--- config.mk ---
export PLATFORM = sky130hd
export DESIGN_NAME = pe_noc_map_ctrl
export DESIGN_NICKNAME = d
export VERILOG_FILES = /design/src/rtl/pe_noc_map_ctrl.sv
export SDC_FILE = /design/constraint.sdc
export NUM_CORES = 1
export LEC_CHECK = 0
export CORE_ASPECT_RATIO = 0.9
export CORE_MARGIN = 2
export CORE_UTILIZATION = 63
export CTS_CLUSTER_DIAMETER = 150
export DETAILED_ROUTE_END_ITERATION = 8
export DONT_BUFFER_PORTS = 1
export GPL_ROUTABILITY_DRIVEN = 0
export PLACE_DENSITY_LB_ADDON = 0.05
export SETUP_SLACK_MARGIN = 0.02
export SLEW_MARGIN = 10
export SYNTH_ARGS = -nofsm -noshare
export SYNTH_HDL_FRONTEND = slang
export SYNTH_SLANG_ARGS = --single-unit
--- constraint.sdc ---
create_clock -name clk_i -period 3.2 [get_ports clk_i]
set_input_delay 0.8 -clock clk_i [delete_from_list [all_inputs] [get_ports clk_i]]
set_output_delay 0.8 -clock clk_i [all_outputs]
set_load 0.005 [all_outputs]
--- src/rtl/pe_noc_map_ctrl.sv ---
// Runtime address-map controller for the PE NoC crossbar: shadow/active windows, commit quiesce/drain/swap,
// and per-cluster outstanding-transaction throttling with AXI-safe registered stall outputs.
module pe_noc_map_ctrl #(
  parameter int NumClusters    = 4,
  parameter int AddrWidth      = 32,
  parameter int MaxOutstanding = 128,
  parameter int DrainTimeout   = 4096
) (
  input  logic                                        clk_i,
  input  logic                                        rst_ni,
  input  logic                                        cfg_we_i,
  input  logic [$clog2(NumClusters+2)-1:0]            cfg_idx_i,
  input  logic                                        cfg_sel_end_i,
  input  logic [AddrWidth-1:0]                        cfg_wdata_i,
  output logic                                        cfg_ready_o,
  input  logic                                        commit_i,
  output logic                                        busy_o,
  output logic                                        commit_done_o,
  output logic                                        commit_err_o,
  output logic                                        map_valid_o,
  output logic [NumClusters+1:0][AddrWidth-1:0]       start_addr_o,
  output logic [NumClusters+1:0][AddrWidth-1:0]       end_addr_o,
  input  logic [NumClusters-1:0]                      aw_valid_i,
  input  logic [NumClusters-1:0]                      aw_ready_i,
  input  logic [NumClusters-1:0]                      b_valid_i,
  input  logic [NumClusters-1:0]                      b_ready_i,
  input  logic [NumClusters-1:0]                      ar_valid_i,
  input  logic [NumClusters-1:0]                      ar_ready_i,
  input  logic [NumClusters-1:0]                      r_valid_i,
  input  logic [NumClusters-1:0]                      r_ready_i,
  input  logic [NumClusters-1:0]                      r_last_i,
  output logic [NumClusters-1:0]                      aw_stall_o,
  output logic [NumClusters-1:0]                      ar_stall_o
);

  localparam int NumEntries = NumClusters + 2;
  localparam int IdxW       = $clog2(NumEntries);
  localparam int CntW       = $clog2(MaxOutstanding + 1);
  localparam int TmrW       = $clog2(DrainTimeout);

  typedef enum logic [2:0] {ST_IDLE, ST_QUIESCE, ST_DRAIN, ST_SWAP, ST_RELEASE} state_t;

  state_t                                 state_q, state_d;
  logic [TmrW-1:0]                        timer_q, timer_d;
  logic                                   done_d, err_d;
  logic                                   busy_q, done_q, err_q, valid_q, cfg_ready_q;
  logic [NumEntries-1:0][AddrWidth-1:0]   sh_start_q, sh_start_d, sh_end_q, sh_end_d;
  logic [NumEntries-1:0][AddrWidth-1:0]   act_start_q, act_end_q;
  logic [NumClusters-1:0][CntW-1:0]       wr_cnt_q, wr_cnt_d, rd_cnt_q, rd_cnt_d;
  logic [NumClusters-1:0]                 aw_stall_q, aw_stall_d, ar_stall_q, ar_stall_d;
  logic [NumClusters-1:0]                 aw_hs, b_hs, ar_hs, r_hs, aw_thr, ar_thr;
  logic                                   quiesce, all_zero;

  assign aw_hs = aw_valid_i & aw_ready_i;
  assign b_hs  = b_valid_i & b_ready_i;
  assign ar_hs = ar_valid_i & ar_ready_i;
  assign r_hs  = r_valid_i & r_ready_i & r_last_i;

  function automatic logic [CntW-1:0] cnt_next(input logic [CntW-1:0] c, input logic inc, input logic dec);
    logic [CntW-1:0] n;
    n = c;
    if (inc && !dec)                n = c + CntW'(1);
    else if (dec && !inc && c != '0) n = c - CntW'(1);
    return n;
  endfunction

  always_comb begin
    state_d = state_q;
    timer_d = timer_q;
    done_d  = 1'b0;
    err_d   = 1'b0;
    unique case (state_q)
      ST_IDLE: if (commit_i) begin
        state_d = ST_QUIESCE;
        timer_d = '0;
      end
      ST_QUIESCE, ST_DRAIN: begin
        timer_d = timer_q + TmrW'(1);
        if (timer_d == TmrW'(DrainTimeout - 1)) begin
          state_d = ST_RELEASE;
          err_d   = 1'b1;
        end else if (state_q == ST_QUIESCE && (&{aw_stall_q, ar_stall_q})) begin
          state_d = ST_DRAIN;
        end else if (state_q == ST_DRAIN && all_zero) begin
          state_d = ST_SWAP;
          done_d  = 1'b1;
        end
      end
      ST_SWAP:    state_d = ST_RELEASE;
      ST_RELEASE: state_d = ST_IDLE;
      default:    state_d = ST_IDLE;
    endcase
  end

  // Quiesce keys off the next state so the stall flops are already high in the first QUIESCE cycle.
  assign quiesce  = (state_d == ST_QUIESCE) || (state_d == ST_DRAIN) || (state_d == ST_SWAP);
  assign all_zero = (wr_cnt_q == '0) && (rd_cnt_q == '0);

  always_comb begin
    for (int i = 0; i < NumClusters; i++) begin
      wr_cnt_d[i] = cnt_next(wr_cnt_q[i], aw_hs[i], b_hs[i]);
      rd_cnt_d[i] = cnt_next(rd_cnt_q[i], ar_hs[i], r_hs[i]);
      aw_thr[i]   = ({1'b0, wr_cnt_q[i]} + {{CntW{1'b0}}, aw_hs[i]}) >= (CntW+1)'(MaxOutstanding);
      ar_thr[i]   = ({1'b0, rd_cnt_q[i]} + {{CntW{1'b0}}, ar_hs[i]}) >= (CntW+1)'(MaxOutstanding);
      // A stall may only assert while no request is pending on the channel.
      aw_stall_d[i] = (aw_thr[i] | quiesce) & (aw_stall_q[i] | ~aw_valid_i[i] | aw_hs[i]);
      ar_stall_d[i] = (ar_thr[i] | quiesce) & (ar_stall_q[i] | ~ar_valid_i[i] | ar_hs[i]);
    end
  end

  always_comb begin
    sh_start_d = sh_start_q;
    sh_end_d   = sh_end_q;
    if (cfg_we_i && cfg_ready_q && ({1'b0, cfg_idx_i} < (IdxW+1)'(NumEntries))) begin
      if (cfg_sel_end_i) sh_end_d[cfg_idx_i]   = cfg_wdata_i;
      else               sh_start_d[cfg_idx_i] = cfg_wdata_i;
    end
  end

  always_ff @(posedge clk_i or negedge rst_ni) begin
    if (!rst_ni) begin
      state_q     <= ST_IDLE;
      timer_q     <= '0;
      busy_q      <= 1'b0;
      done_q      <= 1'b0;
      err_q       <= 1'b0;
      valid_q     <= 1'b0;
      cfg_ready_q <= 1'b0;
      sh_start_q  <= '0;
      sh_end_q    <= '0;
      act_start_q <= '0;
      act_end_q   <= '0;
      wr_cnt_q    <= '0;
      rd_cnt_q    <= '0;
      aw_stall_q  <= '0;
      ar_stall_q  <= '0;
    end else begin
      state_q     <= state_d;
      timer_q     <= timer_d;
      busy_q      <= (state_d != ST_IDLE);
      cfg_ready_q <= (state_d == ST_IDLE);
      done_q      <= done_d;
      err_q       <= err_d;
      sh_start_q  <= sh_start_d;
      sh_end_q    <= sh_end_d;
      wr_cnt_q    <= wr_cnt_d;
      rd_cnt_q    <= rd_cnt_d;
      aw_stall_q  <= aw_stall_d;
      ar_stall_q  <= ar_stall_d;
      if (done_d) begin
        act_start_q <= sh_start_q;
        act_end_q   <= sh_end_q;
        valid_q     <= 1'b1;
      end
    end
  end

  for (genvar g = 0; g < NumClusters; g++) begin : g_underflow
    assert property (@(posedge clk_i) disable iff (!rst_ni) !(b_hs[g] && !aw_hs[g] && wr_cnt_q[g] == '0));
    assert property (@(posedge clk_i) disable iff (!rst_ni) !(r_hs[g] && !ar_hs[g] && rd_cnt_q[g] == '0));
  end

  assign cfg_ready_o   = cfg_ready_q;
  assign busy_o        = busy_q;
  assign commit_done_o = done_q;
  assign commit_err_o  = err_q;
  assign map_valid_o   = valid_q;
  assign start_addr_o  = act_start_q;
  assign end_addr_o    = act_end_q;
  assign aw_stall_o    = aw_stall_q;
  assign ar_stall_o    = ar_stall_q;

endmodule
# Word level (Yosys, flattened, before mapping)
# Cells that the tools add are included.
[totals]
register_bits = 860
output_inout_bits = 397
wordCells = 239
[op_classes]
add_sub_neg = 25
order_cmp = 11
n_eq_ne = 8
n_mux = 33
bitwise = 46
reduce_logical = 75
[ops]
columns = ["op", "n"]
rows = [
  ["$bwmux W192", 2],
  ["$mux W8", 16],
  ["$demux W32 S3", 1],
  ["$add A8 B1 Y9", 8],
  ["$ge A9 B8 Y1 const B", 8],
  ["$add A8 B1 Y8 const B", 8],
  ["$logic_not A32 Y1", 2],
  ["$reduce_bool A8 Y1", 8],
  ["$sub A8 B1 Y8 const B", 8],
  ["$mux W32", 1],
  ["$logic_and A1 B1 Y1", 30],
  ["$or A1 B1 Y1", 24],
  ["$pmux W12 S2", 1],
  ["$and A4 B4 Y4", 5],
  ["$reduce_bool A2 Y1", 9],
  ["$logic_not A1 Y1", 16],
  ["$add A12 B1 Y12 const B", 1],
  ["$eq A12 B12 Y1 const B", 1],
  ["$eq A3 B2 Y1 const B", 4],
  ["$mux W12", 1],
  ["$mux W3", 4],
  ["$not A1 Y1", 9],
  ["$pmux W3 S3", 1],
  ["$and A1 B1 Y1", 8],
  ["12 further kinds", 22],
]

# Logic depth before layout (Yosys ltp)
[logic_depth]
word_depth = 12
ltp_mapped = 9

# Worst setup path after synthesis
# No wires, ideal clock.
[synth_timing]
path_type = "input port to flip-flop"
startpoint = "input ar_valid_i[1]"
endpoint = "register rd_cnt_q[14] in the netlist's numbering"
setup_ns = 0.145
arrival_ns = 2.594
path_slack_ns = 0.460
stages = 9
path_cell_list = "and2_1 clkbuf_1 nand2_1 fa_1 a21o_1 a21oi_1 o21ai_0 a2111oi_0 a221oi_1"
[synth_via]
elab_chain_cells = 5
word_cells_on_any_way = 7
classes_between = "1 x mux; 1 x bitwise; 5 x reduce/logical"
[synth_lines]
columns = ["element", "line", "rtl"]
rows = [
  ["from (decl)", "27", "input logic [NumClusters-1:0] ar_valid_i,"],
  ["$and A4 B4 Y4 *", "56", "assign ar_hs = ar_valid_i & ar_ready_i;"],
  ["$logic_not A1 Y1", "63", "else if (dec && !inc && c != '0) n = c - CntW'(1);"],
  ["$logic_and A1 B1 Y1 (2 in series)", "63", ""],
  ["$reduce_bool A2 Y1 (no line)", "--", ""],
  ["to (signal assigned)", "147", "rd_cnt_q <= rd_cnt_d;"],
  ["to (decl)", "49", "logic [NumClusters-1:0][CntW-1:0] wr_cnt_q, wr_cnt_d, rd_cnt_q, rd_cnt_d;"],
]
# Mark *: on every way between the ends. The rest lies on a longest branch, timed or not.
# A chain may end at the register's enable or synchronous reset.

# Final worst setup path
[layout_timing]
startpoint = "register timer_q[0]"
endpoint = "register act_start_q (netlist bit start_addr_o[74])"
[layout_via]
elab_chain_cells = 4
[layout_lines]
columns = ["element", "line", "rtl"]
rows = [
  ["from (decl)", "44", "logic [TmrW-1:0] timer_q, timer_d;"],
  ["from (signal assigned)", "139", "timer_q <= timer_d;"],
  ["$add A12 B1 Y12", "78", "timer_d = timer_q + TmrW'(1);"],
  ["$eq A12 B12 Y1", "79", "if (timer_d == TmrW'(DrainTimeout - 1)) begin"],
  ["$mux W1", "79", ""],
  ["$mux W1", "72", "unique case (state_q)"],
  ["to (signal assigned)", "151", "act_start_q <= sh_start_q;"],
  ["to (decl)", "48", "logic [NumEntries-1:0][AddrWidth-1:0] act_start_q, act_end_q;"],
]
# Every way passes these cells.

==> results.md <==
* Result of the run: completed
* Synth top area share at 0.612
* Post_cts resized at 0
* Maximum frequency from static timing analysis at between 0.3 and 0.4 GHz
* Number of flops mapped to enable cells by yosys at 0
* Routed vias at 19700
* Area of the core at 55400 um2
* Largest net degree at the start of global routing at around 860
* Max FO, Critical Path at 21
* Number of cells traversed by the worst register-to-register path at 9
* Setup repair bufs after CTS at 0
* Num Clock Sinks at 860
* Hold slack final at ~0.12 ns
* Mux contribution to synthesized area at 0.249
* Total of warnings raised by yosys at 0
* Insertion delay to the later sink of the worst-skew pair at 0.62 ns
* R2R Path End: start_addr_o[74]
* Height of the die at ~230 um
* Via count of the first global-routing pass at between 20000 and 25000
* Max-cap violations at 0
* Kind of end point of the critical path: flop
* Clock root buffer: sky130_fd_sc_hd__clkbuf_16
* Cells taking the most area after synthesis: sky130_fd_sc_hd__dfrtp_1 (61%), sky130_fd_sc_hd__mux2_2 (14%), sky130_fd_sc_hd__mux2_1 (11%)
* Ant. Diodes at 0
* Final clock skew at about 0.016 ns
* Relative max-transition margin at 0.252
* Number of distinct library cells after synthesis at between 50 and 60
* Antenna violations before repair at 0
* Post-DP HPWL at about 53000 um
* Core Rows at 82
* Signal arrival time at the worst endpoint at approximately 3.5 ns
* CTS tree: built
* Width of the die at ~250 um
* Htree depth at 3
* Post-synthesis compound-gate area fraction at 0.0373
* RSZ-0062 raised after global routing: no
* Via/cell ratio at between 6 and 7
* Proportion of layout cells with a drive suffix above 1 at 0.256
* Share of the core filled with cells in the final layout at 0.704
* Synthesized-area fraction occupied by xor and xnor cells at 0.0102
* Required time of the critical path at roughly 3.7 ns
* Max clock buf depth at 3
* Cell type with the largest total area after synthesis: sky130_fd_sc_hd__dfrtp_1
* Post-route minimum period at roughly 3 ns
* Post-synthesis async set-or-reset flop share at 1.00
* Max VDD drop at between 0.6 and 0.7 mV
* Synthesis-stage register bit count at 860
* Kind of start point of the critical path: flop
* Global route overflow at 0
* Ratio of total power to cell area at ~740 nW/um2
* Worst hold path type: in -> async
* Post-Syn Nets at 2559
* Synth Area per Inst at 14.6 um2
* Worst r2r src: timer_q[0]
* Final number of max-transition violations at 0
* Final hold violations at 0
* Ranking of synthesized cells by instance count: sky130_fd_sc_hd__dfrtp_1 (860), sky130_fd_sc_hd__mux2_2 (427), sky130_fd_sc_hd__mux2_1 (349)
* Wire length after detailed routing at approximately 81000 um
* Adder-cell share of the synthesized area at 0.0281
* Global-route usage over all layers at 0.284
* Wire length of the first global-routing pass at about 120000 um
* Crit Path Class: reg -> reg
* Mapped Cells at around 2400
* Combinational family with the most area after synthesis: multiplexers
* Count of buffers inserted at the top-level ports at 0
* Sequential element share of the synthesized area at 0.612
* Overall die area at roughly 58000 um2
* Number of remaining DRC errors at 0
* Number of placed cells counting well taps at a little over 3000
* Top-level I/O count at 473
* Post-synth top flop: sky130_fd_sc_hd__dfrtp_1
* Number of design-rule violations left by the first detailed-router iteration at 1285
* Total power consumption of the routed design at slightly below 30 mW
* Most repeated cell in the gate-level netlist after synthesis: sky130_fd_sc_hd__dfrtp_1
* Starting utilization of the core area at 0.634
* Final routed wire length divided by cell count at between 20 and 30 um
* Syn-to-layout area delta at 11.0%
* Worst reg2reg setup slack at 0.23 ns
* Leakage dissipation at 19.4 nW
* Synthesized cell area at ~35000 um2
* Area share of and/or/nand/nor cells after synthesis at 0.0424
* Total clock buffers created by CTS at between 80 and 90
* Post-detailed-route count of antenna-violating nets at 0
* Filler-free cell count of the finished design at 3199
* Share of the clock period used by the worst path at 0.930
* Clock transition at the registers of the reported paths at approximately 0.060 ns
* Post-Route Setup TNS at 0 ns
* Number of nets in the finished design at between 2000 and 3000
* Number of setup violations in the final report at 0
* Slew at the pin closest to its max-slew limit at around 1.1 ns
* Detailed Routing Iterations Pass 1 at 5
[worst max-delay path by stage]
stage,startpoint,endpoint,slack (ns),depth (start not counted)
after floorplan,ar_valid_i[1],rd_cnt_q[14],0.46,9
after global placement,ar_valid_i[0],rd_cnt_q[6],0.30,8
after detailed placement,ar_valid_i[3],rd_cnt_q[30],0.18,8
after CTS,wr_cnt_q[1],start_addr_o[134],0.21,8
after global routing,timer_q[0],end_addr_o[40],0.07,9
final,timer_q[0],start_addr_o[74],0.23,9
[power by group]
group	total [mW]	internal [mW]	leakage [nW]	switching, mW
Combinational	5.01	2.63	6.55	2.37
Sequential	14.2	12.8	11.6	1.43
Clock	9.67	5.57	1.34	4.09
[placed cells by master (no fill, tap or decap), drive strengths merged, types with 6 or more instances in the layout]
cell     netlist  layout
dfrtp        860     860
nand4         22      22
o21ai         62      62
o31ai          8       8
buf           54      62
nor2          57      57
nor3          22      22
clkbuf        79     116
and2          12      12
a21o          25      25
a211oi         9       9
o211ai        19      19
nor2b         22      22
ha            66      66
nor4          18      18
a32oi          7       7
nand3         39      39
a221oi         8       8
o2bb2ai        8       8
nand2b         6       6
nand2         77      77
xnor2         32      32
a2111oi        8       8
inv           29      31
mux2         776     776
nand3b         9       9
xor2           9       9
clkinv         0      22
fa             8       8
a21oi         30      30
[worst max-delay path, cell delays in order, from the launching register on]
cell and delay (ns):
sky130_fd_sc_hd__dfrtp_1 0.49, sky130_fd_sc_hd__ha_1 0.36, sky130_fd_sc_hd__inv_1 0.14, sky130_fd_sc_hd__o21ai_0 0.26
sky130_fd_sc_hd__a222oi_1 0.14, sky130_fd_sc_hd__buf_4 0.19, sky130_fd_sc_hd__a311oi_4 0.39, sky130_fd_sc_hd__buf_12 0.25
sky130_fd_sc_hd__buf_4 0.25, sky130_fd_sc_hd__mux2_2 0.35
[per-layer routing]
| layer | track usage | wire [um] |
|---|---|---|
| met2 | 0.465 | 39400 |
| met1 | 0.361 | 33000 |
| met5 | 0 | 0 |
| met3 | 0.0930 | 6150 |
| met4 | 0.0827 | 2200 |
[registers in the layout, summed over array words and instances, names as in the netlist, 3 cells and up]
signal	count
ar_stall_o	4
aw_stall_o	4
end_addr_o	192
rd_cnt_q	32
sh_end_q	192
sh_start_q	192
start_addr_o	192
state_q	3
timer_q	12
wr_cnt_q	32
[per-stage QoR]
step	setup slack (ns)	cell area (um2)
floorplan	0.460	35100
global placement	0.304	36200
detailed placement	0.175	36200
CTS	0.206	38900
global route	0.0718	39000
finish	0.225	39000
[cell families (layout without fill, tap and decap cells)]
family                     after synthesis  after routing
buffers and inverters                  162            238
muxes                                  776            776
adders and majority gates               74             74
DFF                                    860            860
xor gates and xnor gates                41             41
and+or+nand+nor                        298            298
AOI/OAI and AO/OA                      198            198
[final cells by class]
class	instances	area [um2]
repair buffers	62	816
well taps	714	893
clock inverters	31	270
inverters	29	109
flip-flops and latches	860	21500
multi-input cells	1387	13000
fillers	3652	16400
clock buffers	116	2440
No activity file was read; power rests on OpenSTA's default activity.
